File: src/rtl/csr_pkg.sv
// Shared CSR/trap definitions: trap sequencer states, interrupt cause base,
// and the mie bit position of external interrupt line 0.
// Purely declarative; no logic, no latency, no flow control.
package csr_pkg;

  typedef enum logic [1:0] {
    IRQ_IDLE,
    IRQ_ENTER,
    IRQ_SERVICE,
    IRQ_EXIT
  } irq_state_t;

  localparam logic [31:0] IRQ_CAUSE_BASE = 32'h8000_0010;
  localparam int          IRQ_MIE_LSB    = 16;

endpackage

File: src/rtl/irq_priority_encoder.sv
// Lowest-index-wins priority encoder over the eligible interrupt vector.
// Latency: purely combinational (0 cycles).
// Backpressure: none; output follows input every cycle.
// Ports: vec_i (N request bits) -> valid_o (any set), idx_o (lowest set index).
module irq_priority_encoder #(
  parameter int N  = 16,
  parameter int IW = (N > 1) ? $clog2(N) : 1
) (
  input  logic [N-1:0]  vec_i,
  output logic          valid_o,
  output logic [IW-1:0] idx_o
);

  always_comb begin
    valid_o = |vec_i;
    idx_o   = '0;
    // Walk from the top down so the lowest set bit is the last assignment.
    for (int i = N - 1; i >= 0; i--) begin
      if (vec_i[i]) idx_o = IW'(i);
    end
  end

endmodule

File: src/rtl/irq_controller.sv
// Trap sequencer feeding csr_controller: captures interrupt edges, arbitrates
// against core exceptions and runs one handler at a time (entry to mret).
// Latency: irq edge at cycle N -> trap_o at N+2; mret_i -> irq_ret_o next cycle.
// Ports: clk_i/rst_ni; irq_req_i, mie_i, exception_i, exc_cause_i, mret_i in;
//        trap_o, mcause_o, irq_ret_o, irq_ack_o, busy_o out.
module irq_controller
  import csr_pkg::*;
#(
  parameter int NUM_IRQ = 16
) (
  input  logic               clk_i,
  input  logic               rst_ni,
  input  logic [NUM_IRQ-1:0] irq_req_i,
  input  logic [31:0]        mie_i,
  input  logic               exception_i,
  input  logic [31:0]        exc_cause_i,
  input  logic               mret_i,
  output logic               trap_o,
  output logic [31:0]        mcause_o,
  output logic               irq_ret_o,
  output logic [NUM_IRQ-1:0] irq_ack_o,
  output logic               busy_o
);

  localparam int IW = (NUM_IRQ > 1) ? $clog2(NUM_IRQ) : 1;

  irq_state_t         state_q, state_d;
  logic [NUM_IRQ-1:0] req_d_q, pend_q;
  logic [NUM_IRQ-1:0] pend_set, pend_clr, eligible;
  logic [31:0]        mcause_q, mcause_d;
  logic [IW-1:0]      src_q, src_d, win_idx;
  logic               src_irq_q, src_irq_d;
  logic               win_vld;
  logic               unused_mie;

  // Only the interrupt-enable field of mie matters here.
  assign unused_mie = ^mie_i;

  assign pend_set = irq_req_i & ~req_d_q;
  assign eligible = pend_q & mie_i[IRQ_MIE_LSB +: NUM_IRQ];

  irq_priority_encoder #(.N(NUM_IRQ), .IW(IW)) u_prio (
    .vec_i   (eligible),
    .valid_o (win_vld),
    .idx_o   (win_idx)
  );

  always_comb begin
    state_d   = state_q;
    mcause_d  = mcause_q;
    src_d     = src_q;
    src_irq_d = src_irq_q;
    pend_clr  = '0;
    case (state_q)
      IRQ_IDLE: begin
        if (exception_i) begin
          mcause_d  = exc_cause_i;
          src_irq_d = 1'b0;
          state_d   = IRQ_ENTER;
        end else if (win_vld) begin
          mcause_d  = IRQ_CAUSE_BASE + 32'(win_idx);
          src_d     = win_idx;
          src_irq_d = 1'b1;
          // Cleared on entry, so a fresh edge during the handler re-pends.
          pend_clr  = NUM_IRQ'(1) << win_idx;
          state_d   = IRQ_ENTER;
        end
      end
      IRQ_ENTER: state_d = IRQ_SERVICE;
      IRQ_SERVICE: begin
        // An exception inside a handler abandons any interrupt being served.
        if (exception_i) begin
          mcause_d  = exc_cause_i;
          src_irq_d = 1'b0;
          state_d   = IRQ_ENTER;
        end else if (mret_i) begin
          state_d = IRQ_EXIT;
        end
      end
      IRQ_EXIT: state_d = IRQ_IDLE;
      default:  state_d = IRQ_IDLE;
    endcase
  end

  always_ff @(posedge clk_i or negedge rst_ni) begin
    if (!rst_ni) begin
      state_q   <= IRQ_IDLE;
      req_d_q   <= '0;
      pend_q    <= '0;
      mcause_q  <= '0;
      src_q     <= '0;
      src_irq_q <= 1'b0;
    end else begin
      state_q   <= state_d;
      req_d_q   <= irq_req_i;
      // Set after clear: a new edge in the clearing cycle is kept.
      pend_q    <= (pend_q & ~pend_clr) | pend_set;
      mcause_q  <= mcause_d;
      src_q     <= src_d;
      src_irq_q <= src_irq_d;
    end
  end

  assign mcause_o  = mcause_q;
  assign trap_o    = (state_q == IRQ_ENTER);
  assign irq_ret_o = (state_q == IRQ_EXIT);
  assign busy_o    = (state_q == IRQ_ENTER) || (state_q == IRQ_SERVICE);
  assign irq_ack_o = ((state_q == IRQ_EXIT) && src_irq_q) ? (NUM_IRQ'(1) << src_q)
                                                          : '0;

endmodule

File: config.mk
export PLATFORM = sky130hd
export DESIGN_NAME = irq_controller
export DESIGN_NICKNAME = d
export VERILOG_FILES = /design/src/rtl/csr_pkg.sv /design/src/rtl/irq_priority_encoder.sv /design/src/rtl/irq_controller.sv
export SDC_FILE = /design/constraint.sdc
export NUM_CORES = 1
export LEC_CHECK = 0
export ABC_CLOCK_PERIOD_IN_PS = 5700
export CAP_MARGIN = 30
export CORE_MARGIN = 1.5
export CORE_UTILIZATION = 37
export CTS_CLUSTER_DIAMETER = 30
export CTS_CLUSTER_SIZE = 24
export DETAILED_ROUTE_END_ITERATION = 12
export DONT_BUFFER_PORTS = 1
export SLEW_MARGIN = 15
export SYNTH_ARGS = -nofsm -noshare
export SYNTH_HDL_FRONTEND = slang
export SYNTH_SLANG_ARGS = --single-unit
File: constraint.sdc
create_clock -name clk_i -period 5.7 [get_ports clk_i]
set_clock_uncertainty 0.05 [all_clocks]
set_input_delay 0.285 -clock clk_i [delete_from_list [all_inputs] [get_ports clk_i]]
set_output_delay 0.285 -clock clk_i [all_outputs]
set_load 0.005 [all_outputs]
==> results of run 1 <==
[how the worst min path moves through the flow]
stage | endpoint | slack [ns]
floorplan | mcause_o[0] | -0.06
global placement | req_d_q[13] | -0.06
detailed placement | req_d_q[13] | -0.06
CTS | mcause_o[31] | 0.03
global route | mcause_o[9] | 0.03
finish | mcause_o[31] | 0.04
[power groups by stage]
stage,combinational (W),clock [W],sequential [W]
after detailed placement,0.000448,0,0.000759
final,0.000466,0.000392,0.000748
after floorplan,0.000392,0,0.000725
after global placement,0.000439,0,0.000755
after global routing,0.000519,0.000432,0.000767
after CTS,0.000471,0.000404,0.000750
[through the flow]
stage	setup slack, ns	area [µm²]
6_report	3.12	3710
2_1_floorplan	3.74	3250
3_5_place_dp	3.13	3320
3_3_place_gp	3.11	3320
5_1_grt	2.97	3710
4_1_cts	3.11	3710
[placed cells by master (no fill, tap or decap), drive strengths merged, types with 3 or more instances in the layout]
cell type,Yosys,layout
a21oi,21,21
a22o,8,8
a22oi,8,8
a31oi,6,6
a32o,28,28
a32oi,4,4
clkbuf,9,10
clkinv,0,4
dfrtp,71,71
dlygate4sd3,0,18
ha,4,4
inv,12,12
mux2,6,6
nand2,16,16
nand4,3,3
nor2,28,28
nor2b,15,15
nor3,11,11
nor4,3,3
o211ai,3,3
o21ai,6,6
o31ai,5,5
or2,3,3
[metal layers]
| layer | vias to the layer above | GRT usage (%) |
|---|---|---|
| met4 | 0 | 7.80 |
| met5 | - | 0 |
| met2 | 91 | 28.6 |
| met3 | 16 | 4.12 |
| li1 | 1158 | - |
| met1 | 1238 | 22.7 |
[flip-flops by register name (all words and copies together) (netlist names)]
signal	cells
req_d_q	16
pend_q	16
mcause_o	32
src_q	4
state_q	2
src_irq_q	1
[what timing repair did]
action                                  in CTS  in global routing
hold buffers                                19                  0
hold endpoints to repair                    90                  0
endpoints found under the setup margin       0                  0
[logic make-up (layout without fill, tap and decap cells)]
family | after synthesis | count (layout) | synth area share, %
fa+ha+maj | 4 | 4 | 1.54
simple gates | 90 | 90 | 14.1
compound gates | 98 | 98 | 24.0
mux | 7 | 7 | 2.39
buf+inv | 24 | 47 | 3.24
flops | 71 | 71 | 54.7
[area by class of cell]
| class | instances | area (µm²) | area share [%] |
|---|---|---|---|
| Sequential cell | 71 | 1780 | 47.8 |
| Multi-Input combinational cell | 199 | 1370 | 36.7 |
| Timing Repair Buffer | 19 | 208 | 5.59 |
| Tap cell | 105 | 131 | 3.54 |
| Clock buffer | 10 | 128 | 3.44 |
| Clock inverter | 6 | 61.3 | 1.65 |
| Inverter | 12 | 45.0 | 1.21 |
==> impl_summary.txt, run 1 <==
----------------------------------------------------
[Status]
  Status ... finished clean

[Power and ir drop]
  Fraction of power spent switching nets ... 35.9%
  Clock network power share ... 24.4%
  Fraction of power consumed by combinational cells ... 29.0%
  Power spent charging and discharging nets ... 0.000578 W
  Sequential group share of total power ... 46.6%
  Total power per unit cell area ... 432 nW/µm²
  Leakage power summed over all cells ... 1.49 nW
  Design internal power ... 0.00103 W
  Max rail drop VDD ... 177 µV
  Pwr Total ... 0.00161 W

[STA]
  Fin crit period ... 2.58 ns
  Max Clk Rate ... 387 MHz
  Final worst hold slack ... 0.0439 ns
  Unrepaired setup endpoints after global routing ... false
  Final worst path period share ... 45.3%
  Max-slew violation count ... 0
  Total setup violations reported at the end of the flow ... 0
  Final Hold Violating Endpoints ... 0
  Setup total negative slack ... 0 ns
  Relative max-transition margin ... 38.0%
  Worst-margin pin slew ... 0.926 ns

[Min path]
  Hold Path Cell Cnt ... 2
  Hold Path Origin ... exc_cause_i[31]
  Min-Delay Path Class ... in2reg

[Floorplan]
  Horizontal die dimension ... 96.7 µm
  Die extent in y ... 96.7 µm
  Count of boundary I/O pins ... 135
  Core ar. ... 8340 µm²
  Row Count ... 33
  Effective utilization at floorplan ... 38.9%
  Die outline area ... 9350 µm²

[Critical path]
  Endpoint of the most critical register-to-register path ... mcause_o[2]
  CP endpoint kind ... flop
  Family with the most delay on the worst path ... compound AO/OA/AOI/OAI gates
  Crit-path max FO ... 33
  Worst Path Arrival ... 2.76 ns
  R2R cell count ... 5
  Worst reg2reg setup slack ... 3.12 ns
  Worst setup path endpoint ... mcause_o[2]
  Number of buffer and inverter stages on the critical path ... 0
  Req. time, crit path ... 5.88 ns
  Critical-path cell with the highest stage delay ... o21ai_4
  Crit-path cells ... a22o_1 -> nor4_4 -> a21oi_2 -> o21ai_4 -> mux2_2
  Maximum single-stage delay on the critical path ... 0.73 ns
  Classification of the worst setup path ... reg2reg
  Depth of the critical timing path with buffers and inverters included ... 5
  Worst reg2reg startpoint ... pend_q[3]
  Worst setup path startpoint ... pend_q[3]
  Critical path startpoint category ... flop

[Place]
  Number of I/O port buffers ... 0
  Weighted congestion reported at the end of routability-driven placement ... 0.900
  HPWL reported at the end of detailed placement ... 5550 µm
  Placed cell count ... 387

[Synth]
  Share of synthesized registers carrying an async set or reset ... 100%
  Number of enable-type register cells in the synthesized netlist ... 0
  Most common flop cell mapped by yosys ... dfrtp_1
  Number of distinct standard cells referenced by the synthesized netlist ... 44
  Commonest cells post-synth ... dfrtp_1 (71), a32o_1 (28), nor2_1 (28), a21oi_1 (20), nand2_1 (16)
  Yosys reg bits ... 71
  Proportion of synthesized chip area in sequential cells ... 54.7%
  Top area cells in the synthesized netlist ... dfrtp_1 (55%), a32o_1 (8.6%), nor2_1 (3.2%)
  Total nets after synthesis ... 382
  Synthesized instance count ... 294
  Synthesized area ... 3250 µm²
  Post-synth top area share ... 54.7%
  Average cell area after synthesis ... 11.0 µm²
  Most frequent cell after synthesis ... dfrtp_1
  Cell accounting for the most synthesized area ... dfrtp_1
  Count of warnings emitted by yosys ... 0

[Final layout]
  Area grow syn2layout ... 14.4%
  Fraction of final layout cells with drive strength greater than 1 ... 9.15%
  Non-filler cells, final ... 422
  Post-Route Utilization ... 44.5%
  Antenna cells ... 0
  Layout fillers ... 793
  Final nets ... 400

[Clocking]
  Root Buffer Master ... clkbuf_8
  Clk sinks ... 71
  TritonCTS clock tree ... done
  Maximum level of the CTS H-tree ... 3
  Clock-pin slew reported for the worst setup and hold paths after clock tree synthesis ... 0.08 ns
  Clock latency on the worst-skew pair ... 0.34 ns
  Count of instances resized after the clock tree is built ... 0
  Total clock buffers created by CTS ... 9
  Post-CTS setup buffers ... 0
  Maximum clock path buffer count ... 2

[Run]
  # Max-Cap Violations ... 0

[Global route]
  Via count of the first global-routing pass ... 2578
  Global-route wire length before repair ... 13200 µm
  Largest net degree at the start of global routing ... 72
  Number of antenna violations at the first check in global routing ... 0
  GRT Resource Usage Total ... 17.7%
  Overall overflow remaining after global route ... 0

[Drt]
  Met2 Routed Length ... 3790 µm
  DR vias ... 2503
  Antenna-violating nets left ... 0
  Drt total wl ... 7900 µm
  Sum of routed wire segments on met1 ... 3460 µm
  Number of DRC violations after detailed-routing iteration 0 ... 121
  Avg Vias per Cell ... 5.93
  Post-detailed-route DRC marker count ... 0
  Detail-routed net length per standard cell ... 18.7 µm
  Detailed-routed wire length on met3 ... 468 µm
  Highest Signal Layer ... met4
  1st-pass router iterations ... 4

----------------------------------------------------
(Power assumes the default switching activity.)
==> inputs of run 2 (changes only) <==
--- a/config.mk
+++ b/config.mk
@@ -5,7 +5,7 @@
 export SDC_FILE = /design/constraint.sdc
 export NUM_CORES = 1
 export LEC_CHECK = 0
-export ABC_CLOCK_PERIOD_IN_PS = 5700
+export ABC_CLOCK_PERIOD_IN_PS = 2300
 export CAP_MARGIN = 30
 export CORE_MARGIN = 1.5
 export CORE_UTILIZATION = 37
==> constraint.sdc (replaced) <==
create_clock -name clk_i -period 2.3 [get_ports clk_i]
set_clock_uncertainty 0.05 [all_clocks]
set_input_delay 0.115 -clock clk_i [delete_from_list [all_inputs] [get_ports clk_i]]
set_output_delay 0.115 -clock clk_i [all_outputs]
set_load 0.005 [all_outputs]
==> run 2 against run 1 <==
Clock power increased to 2.6 times the previous value. Power increased to 2.6 times the previous value. Die area unchanged. Register-to-register slack got worse by 2.8 ns. Global-route usage increased by 0.77 points. Largest power group unchanged.
==> impl_summary.txt, run 2 (synthesized netlist as in run 1, its figures left out) <==
----------------------------------------------------
[Power and ir drop]
  Total power per unit cell area ... 1020 nW/µm² (was 432 nW/µm²)
  Max rail drop VDD ... 432 µV (was 177 µV)
  Leakage power summed over all cells ... 1.68 nW (was 1.49 nW)

[Global route]
  Overall overflow remaining after global route ... 0 (unchanged)
  Via count of the first global-routing pass ... 2662 (was 2578)
  Largest net degree at the start of global routing ... 72 (unchanged)
  GRT Resource Usage Total ... 18.5% (was 17.7%)
  Number of antenna violations at the first check in global routing ... 0 (unchanged)
  Global-route wire length before repair ... 13800 µm (was 13200 µm)

[Final layout]
  Highest-count cells in the layout ignoring fill and taps ... dfrtp_1 (71), dlygate4sd3_1 (49), nor2_1 (28), a32o_1 (28), a21oi_1 (20) (was dfrtp_1 (71), nor2_1 (28), a32o_1 (28))
  Leading cell type in the layout, fill and taps excluded ... dfrtp_1 (unchanged)
  Area used by multi-input combinational logic ... 1370 µm² (unchanged)
  Flip-flop count of the largest register after layout ... 32 (unchanged)
  Area grow syn2layout ... 27.0% (was 14.4%)
  Antenna cells ... 0 (unchanged)
  Final nets ... 442 (was 400)
  Post-Route Utilization ... 49.4% (was 44.5%)
  Layout fillers ... 771 (was 793)
  Fraction of final layout cells with drive strength greater than 1 ... 10.9% (was 9.15%)
  Storage element area ... 1780 µm² (unchanged)

[Critical path]
  Critical path startpoint category ... flop (unchanged)
  Req. time, crit path ... 2.53 ns (was 5.88 ns)
  Crit-path max FO ... 19 (was 33)
  Worst Path Arrival ... 2.26 ns (was 2.76 ns)
  CP endpoint kind ... flop (unchanged)
  R2R cell count ... 6 (was 5)
  Classification of the worst setup path ... reg2reg (unchanged)

[Drt]
  Drt total wl ... 8420 µm (was 7900 µm)
  Detail-routed net length per standard cell ... 18.2 µm (was 18.7 µm)
  DR vias ... 2674 (was 2503)
  Number of DRC violations after detailed-routing iteration 0 ... 125 (was 121)
  Post-detailed-route DRC marker count ... 0 (unchanged)
  1st-pass router iterations ... 6 (was 4)
  Antenna-violating nets left ... 0 (unchanged)
  Avg Vias per Cell ... 5.78 (was 5.93)

[Min path]
  Hold Path Cell Cnt ... 3 (was 2)
  Min-Delay Path Class ... in2reg (unchanged)

[Floorplan]
  Effective utilization at floorplan ... 38.9% (unchanged)
  Row Count ... 33 (unchanged)
  Horizontal die dimension ... 96.7 µm (unchanged)
  Count of boundary I/O pins ... 135 (unchanged)
  Die extent in y ... 96.7 µm (unchanged)
  Core ar. ... 8340 µm² (unchanged)
  Die outline area ... 9350 µm² (unchanged)

[STA]
  Max Clk Rate ... 492 MHz (was 387 MHz)
  Relative max-transition margin ... 62.7% (was 38.0%)
  Final worst path period share ... 88.4% (was 45.3%)
  Final worst hold slack ... 0.0240 ns (was 0.0439 ns)
  Setup total negative slack ... 0 ns (unchanged)
  Unrepaired setup endpoints after global routing ... false (unchanged)
  Fin crit period ... 2.03 ns (was 2.58 ns)
  Worst-margin pin slew ... 0.557 ns (was 0.926 ns)
  Total setup violations reported at the end of the flow ... 0 (unchanged)
  Final Hold Violating Endpoints ... 0 (unchanged)
  Max-slew violation count ... 0 (unchanged)

[Status]
  Status ... finished clean (unchanged)

[Clocking]
  Clock-pin slew reported for the worst setup and hold paths after clock tree synthesis ... 0.08 ns (about the same)
  Maximum clock path buffer count ... 2 (unchanged)
  Root Buffer Master ... clkbuf_8 (unchanged)
  Post-CTS setup buffers ... 0 (unchanged)
  Clk sinks ... 71 (unchanged)
  Count of instances resized after the clock tree is built ... 0 (unchanged)
  Maximum level of the CTS H-tree ... 3 (unchanged)
  TritonCTS clock tree ... done (unchanged)
  Clock latency on the worst-skew pair ... 0.34 ns (about the same)
  Total clock buffers created by CTS ... 9 (unchanged)

[Run]
  # Max-Cap Violations ... 0 (unchanged)

[Place]
  Weighted congestion reported at the end of routability-driven placement ... 0.916 (was 0.900)
  Number of I/O port buffers ... 0 (unchanged)
  HPWL reported at the end of detailed placement ... 5760 µm (was 5550 µm)

----------------------------------------------------
[run 2: cell types whose count changed in the layout (fill, tap and decap cells not counted), sizes merged]
cell,previous run,this run
clkbuf,10,12
clkinv,4,1
dlygate4sd3,18,49
buf,1,12
[run 2: worst max-delay path: stages, from the launching register on]
cell     delay (ns)
dfrtp_1        0.40
a22oi_1        0.36
and4_1         0.37
a21oi_2        0.10
o21ai_4        0.23
buf_4          0.28
a32o_1         0.16
[run 2: metrics by stage]
stage | cell area (µm²) | setup slack (ns) | power (W) | instances
floorplan | 3250 | 0.342 | 0.00277 | 294
global placement | 3390 | 0.334 | 0.00304 | 397
detailed placement | 3390 | 0.286 | 0.00308 | 397
CTS | 4110 | 0.248 | 0.00421 | 462
global route | 4120 | 0.119 | 0.00446 | 463
finish | 4120 | 0.267 | 0.00419 | 463
[run 2: layer usage]
layer / share of wire [%] / track usage, %
met5: 0 / 0
met4: 2.5 / 7.80
met3: 5.9 / 4.12
met2: 48 / 30.0
met1: 44 / 23.8
[run 2: where the power goes]
part	internal [W]	switching (W)	leakage, nW	total [W]
clock network	0.000553	0.000467	0.0985	0.00102
logic	0.000598	0.000713	0.760	0.00131
registers	0.00157	0.000288	0.824	0.00186
[run 2: worst paths after layout]
| path | slack, ns | start | to |
|---|---|---|---|
| min in group asynchronous | 0.26 | rst_ni | req_d_q[13] |
| hold / removal | 0.02 | irq_req_i[7] | pend_q[7] |
| max in group asynchronous | 1.64 | rst_ni | pend_q[0] |
| hold reg to reg | 0.48 | mcause_o[15] | mcause_o[15] |
| setup / recovery | 0.27 | pend_q[14] | mcause_o[6] |
| setup reg to reg | 0.27 | pend_q[14] | mcause_o[6] |
[run 2: cell type report]
type / instances / area share [%]
clock buffers: 12 / 3.76
clock inverters: 3 / 1.03
inverters: 12 / 1.09
multi-input cells: 199 / 33.1
flip-flops and latches: 71 / 43.1
well taps: 105 / 3.19
repair buffers: 61 / 14.7
[run 2: repair_timing]
action / CTS / global route
endpoints found under the setup margin: 0 / 0
hold buffers: 50 / 0
endpoints found under the hold margin: 133 / 0
==> inputs of run 3 (changes only) <==
--- a/config.mk
+++ b/config.mk
@@ -5,6 +5,7 @@
 export SDC_FILE = /design/constraint.sdc
 export NUM_CORES = 1
 export LEC_CHECK = 0
+export ABC_AREA = 1
 export ABC_CLOCK_PERIOD_IN_PS = 2300
 export CAP_MARGIN = 30
 export CORE_MARGIN = 1.5
@@ -13,6 +14,8 @@
 export CTS_CLUSTER_SIZE = 24
 export DETAILED_ROUTE_END_ITERATION = 12
 export DONT_BUFFER_PORTS = 1
+export HOLD_SLACK_MARGIN = 0.12
+export MAX_ROUTING_LAYER = met4
 export SLEW_MARGIN = 15
 export SYNTH_ARGS = -nofsm -noshare
 export SYNTH_HDL_FRONTEND = slang
==> run 3 against run 2 <==
Synthesized area grew 2.0%. Maximum frequency decreased by 0.51%. Flip-flop and latch count unchanged. Global-route usage shrank 1.2 points. Sequential power is essentially flat. Largest cell class unchanged.
==> impl_summary.txt, run 3 <==
----------------------------------------------------
[Min path]
  Hold Path Cell Cnt ... 4 (was 3)
  Hold Path Origin ... mie_i[19] (was irq_req_i[7])
  Min-Delay Path Class ... in2reg (unchanged)
  WHS Endpoint ... src_q[1] (was pend_q[7])

[Critical path]
  Critical path startpoint category ... flop (unchanged)
  Crit-path max FO ... 5 (was 19)
  Critical-path cell with the highest stage delay ... dfrtp_1 (unchanged)
  CP endpoint kind ... flop (unchanged)
  Endpoint of the most critical register-to-register path ... pend_q[15] (was mcause_o[6])
  Crit-path cells ... inv_1 -> ha_1 -> inv_1 -> nor2_2 -> inv_1 -> nor2_1 -> inv_1 -> o21bai_1 -> nand2_1 (was a22oi_1 -> and4_1 -> a21oi_2 -> o21ai_4 -> buf_4 -> a32o_1)
  Family with the most delay on the worst path ... simple AND/OR/NAND/NOR gates (was compound AO/OA/AOI/OAI gates)
  Worst setup path startpoint ... state_q[1] (was pend_q[14])
  Maximum single-stage delay on the critical path ... 0.41 ns (was 0.40 ns)
  Number of buffer and inverter stages on the critical path ... 4 (was 1)
  Worst reg2reg setup slack ... 0.26 ns (was 0.27 ns)
  Worst reg2reg startpoint ... state_q[1] (was pend_q[14])
  R2R cell count ... 9 (was 6)
  Cell occurring most often along the worst timing path ... inv_1
  Classification of the worst setup path ... reg2reg (unchanged)
  Req. time, crit path ... 2.48 ns (was 2.53 ns)
  Worst Path Arrival ... 2.22 ns (was 2.26 ns)

[Final layout]
  Area grow syn2layout ... 24.9% (was 27.0%)
  Fraction of final layout cells with drive strength greater than 1 ... 9.69% (was 10.9%)
  Area used by multi-input combinational logic ... 1290 µm² (was 1370 µm²)
  Flip-flop count of the largest register after layout ... 32 (unchanged)
  Final nets ... 538 (was 442)
  Leading cell type in the layout, fill and taps excluded ... nand2_1 (was dfrtp_1)
  Highest-count cells in the layout ignoring fill and taps ... nand2_1 (137), dfrtp_1 (71), dlygate4sd3_1 (53) (was dfrtp_1 (71), dlygate4sd3_1 (49), nor2_1 (28), a32o_1 (28), a21oi_1 (20))
  Storage element area ... 1780 µm² (unchanged)
  Antenna cells ... 0 (unchanged)
  Layout fillers ... 862 (was 771)
  Non-filler cells, final ... 562 (was 463)

[Clocking]
  Maximum level of the CTS H-tree ... 3 (unchanged)
  Clock-pin slew reported for the worst setup and hold paths after clock tree synthesis ... 0.07 ns (was 0.08 ns)
  Post-CTS setup buffers ... 0 (unchanged)
  TritonCTS clock tree ... done (unchanged)
  Clk sinks ... 71 (unchanged)
  Clock latency on the worst-skew pair ... 0.34 ns (about the same)
  Total clock buffers created by CTS ... 9 (unchanged)
  Post-CTS Hold Fix Bufs ... 54 (was 50)
  Root Buffer Master ... clkbuf_8 (unchanged)
  Count of instances resized after the clock tree is built ... 0 (unchanged)
  Maximum clock path buffer count ... 2 (unchanged)

[Status]
  Status ... finished clean (unchanged)

[Floorplan]
  Die extent in y ... 97.6 µm (was 96.7 µm)
  Die outline area ... 9520 µm² (was 9350 µm²)
  Core ar. ... 8680 µm² (was 8340 µm²)
  Count of boundary I/O pins ... 135 (unchanged)
  Effective utilization at floorplan ... 38.1% (was 38.9%)
  Row Count ... 34 (was 33)
  Horizontal die dimension ... 97.6 µm (was 96.7 µm)

[Synth]
  Post-synth top area share ... 53.7% (was 54.7%)
  Most common flop cell mapped by yosys ... dfrtp_1 (unchanged)
  Number of enable-type register cells in the synthesized netlist ... 0 (unchanged)
  Cell accounting for the most synthesized area ... dfrtp_1 (unchanged)
  Count of warnings emitted by yosys ... 0 (unchanged)
  Most frequent cell after synthesis ... nand2_1 (was dfrtp_1)
  Synthesized instance count ... 391 (was 294)
  Top area cells in the synthesized netlist ... dfrtp_1 (54%), nand2_1 (16%), o21ai_1 (5.0%) (was dfrtp_1 (55%), a32o_1 (8.6%), nor2_1 (3.2%))
  Share of synthesized registers carrying an async set or reset ... 100% (unchanged)
  Average cell area after synthesis ... 8.47 µm² (was 11.0 µm²)
  Yosys reg bits ... 71 (unchanged)
  Synthesized area ... 3310 µm² (was 3250 µm²)
  Proportion of synthesized chip area in sequential cells ... 53.7% (was 54.7%)
  Commonest cells post-synth ... nand2_1 (137), dfrtp_1 (71), inv_1 (43), o21ai_1 (33), nor2_1 (29) (was dfrtp_1 (71), a32o_1 (28), nor2_1 (28), a21oi_1 (20), nand2_1 (16))
  Total nets after synthesis ... 479 (was 382)
  Number of distinct standard cells referenced by the synthesized netlist ... 26 (was 44)

[STA]
  Final Hold Violating Endpoints ... 0 (unchanged)
  Total setup violations reported at the end of the flow ... 0 (unchanged)
  Setup total negative slack ... 0 ns (unchanged)
  Relative max-transition margin ... 51.0% (was 62.7%)
  Worst-margin pin slew ... 0.732 ns (was 0.557 ns)
  Max-slew violation count ... 0 (unchanged)
  Max Clk Rate ... 489 MHz (was 492 MHz)
  Final worst path period share ... 88.8% (was 88.4%)
  Final worst hold slack ... 0.158 ns (was 0.0240 ns)
  Fin crit period ... 2.04 ns (was 2.03 ns)
  Unrepaired setup endpoints after global routing ... false (unchanged)

[Global route]
  Global-route wire length before repair ... 12600 µm (was 13800 µm)
  Number of antenna violations at the first check in global routing ... 0 (unchanged)
  GRT Resource Usage Total ... 17.2% (was 18.5%)
  Largest net degree at the start of global routing ... 72 (unchanged)
  Via count of the first global-routing pass ... 2627 (was 2662)
  Overall overflow remaining after global route ... 0 (unchanged)

[Place]
  Weighted congestion reported at the end of routability-driven placement ... 0.843 (was 0.916)
  HPWL reported at the end of detailed placement ... 5230 µm (was 5760 µm)
  Number of I/O port buffers ... 0 (unchanged)
  Placed cell count ... 493 (was 397)

[Power and ir drop]
  Total power per unit cell area ... 973 nW/µm² (was 1020 nW/µm²)
  Leakage power summed over all cells ... 2.01 nW (was 1.68 nW)
  Max rail drop VDD ... 416 µV (was 432 µV)

[Drt]
  Avg Vias per Cell ... 4.67 (was 5.78)
  Antenna-violating nets left ... 0 (unchanged)
  Post-detailed-route DRC marker count ... 0 (unchanged)
  Number of DRC violations after detailed-routing iteration 0 ... 96 (was 125)
  1st-pass router iterations ... 4 (was 6)
  DR vias ... 2626 (was 2674)
  Drt total wl ... 7620 µm (was 8420 µm)
  Detail-routed net length per standard cell ... 13.6 µm (was 18.2 µm)

[Run]
  # Max-Cap Violations ... 0 (unchanged)

----------------------------------------------------
run 3: metal layers:
layer / global-route usage [%] / vias to the layer above / routed length [µm]
met4: 6.15 / 0 / 106
met3: 4.53 / 9 / 344
met5: - / - / 0
met2: 27.8 / 75 / 3820
met1: 20.9 / 1188 / 3350
li1: - / 1354 / -
run 3: through the flow:
step           total power (W)  util (%)  setup WS (ns)  instance area [µm²]
2_1_floorplan          0.00288         -          0.594                 3310
3_3_place_gp           0.00304      39.3          0.320                 3410
3_5_place_dp           0.00310      39.3          0.268                 3410
4_1_cts                0.00407      47.6          0.244                 4130
5_1_grt                0.00436      47.6       0.000530                 4130
6_report               0.00402      47.6          0.256                 4130
run 3: kinds of logic (layout without fill, tap and decap cells):
family,after synthesis,after routing,synth area share [%]
adder cells (fa/ha/maj),4,4,1.51
flip-flops,71,71,53.7
AO/OA/AOI/OAI,61,61,11.1
AND/OR/NAND/NOR,200,200,26.4
buffers and inverters,55,118,7.26
run 3: worst max path at each step:
stage / to / depth (start not counted)
3_3_place_gp: pend_q[15] / 9
2_1_floorplan: mcause_o[1] / 7
6_report: pend_q[15] / 9
5_1_grt: pend_q[11] / 9
4_1_cts: pend_q[15] / 9
3_5_place_dp: pend_q[15] / 9
run 3: where the power goes:
part / leakage [nW] / switching (W) / internal (W)
Sequential: 0.826 / 0.000272 / 0.00158
Combinational: 1.10 / 0.000847 / 0.000481
Clock: 0.0809 / 0.000463 / 0.000381
run 3: worst reg2reg max path, stage by stage, from the launching register on:
cell and delay [ns]:
dfrtp_1 0.41, inv_1 0.12, ha_1 0.26, inv_1 0.09
nor2_2 0.18, inv_1 0.10, nor2_1 0.28, inv_1 0.19
o21bai_1 0.20, nand2_1 0.06
run 3: area by class of cell:
type / count / share of cell area [%]
clock inverters: 6 / 0.938
well taps: 108 / 3.27
multi-input cells: 265 / 31.3
clock buffers: 9 / 3.00
repair buffers: 57 / 14.3
flip-flops and latches: 71 / 43.0
inverters: 46 / 4.18
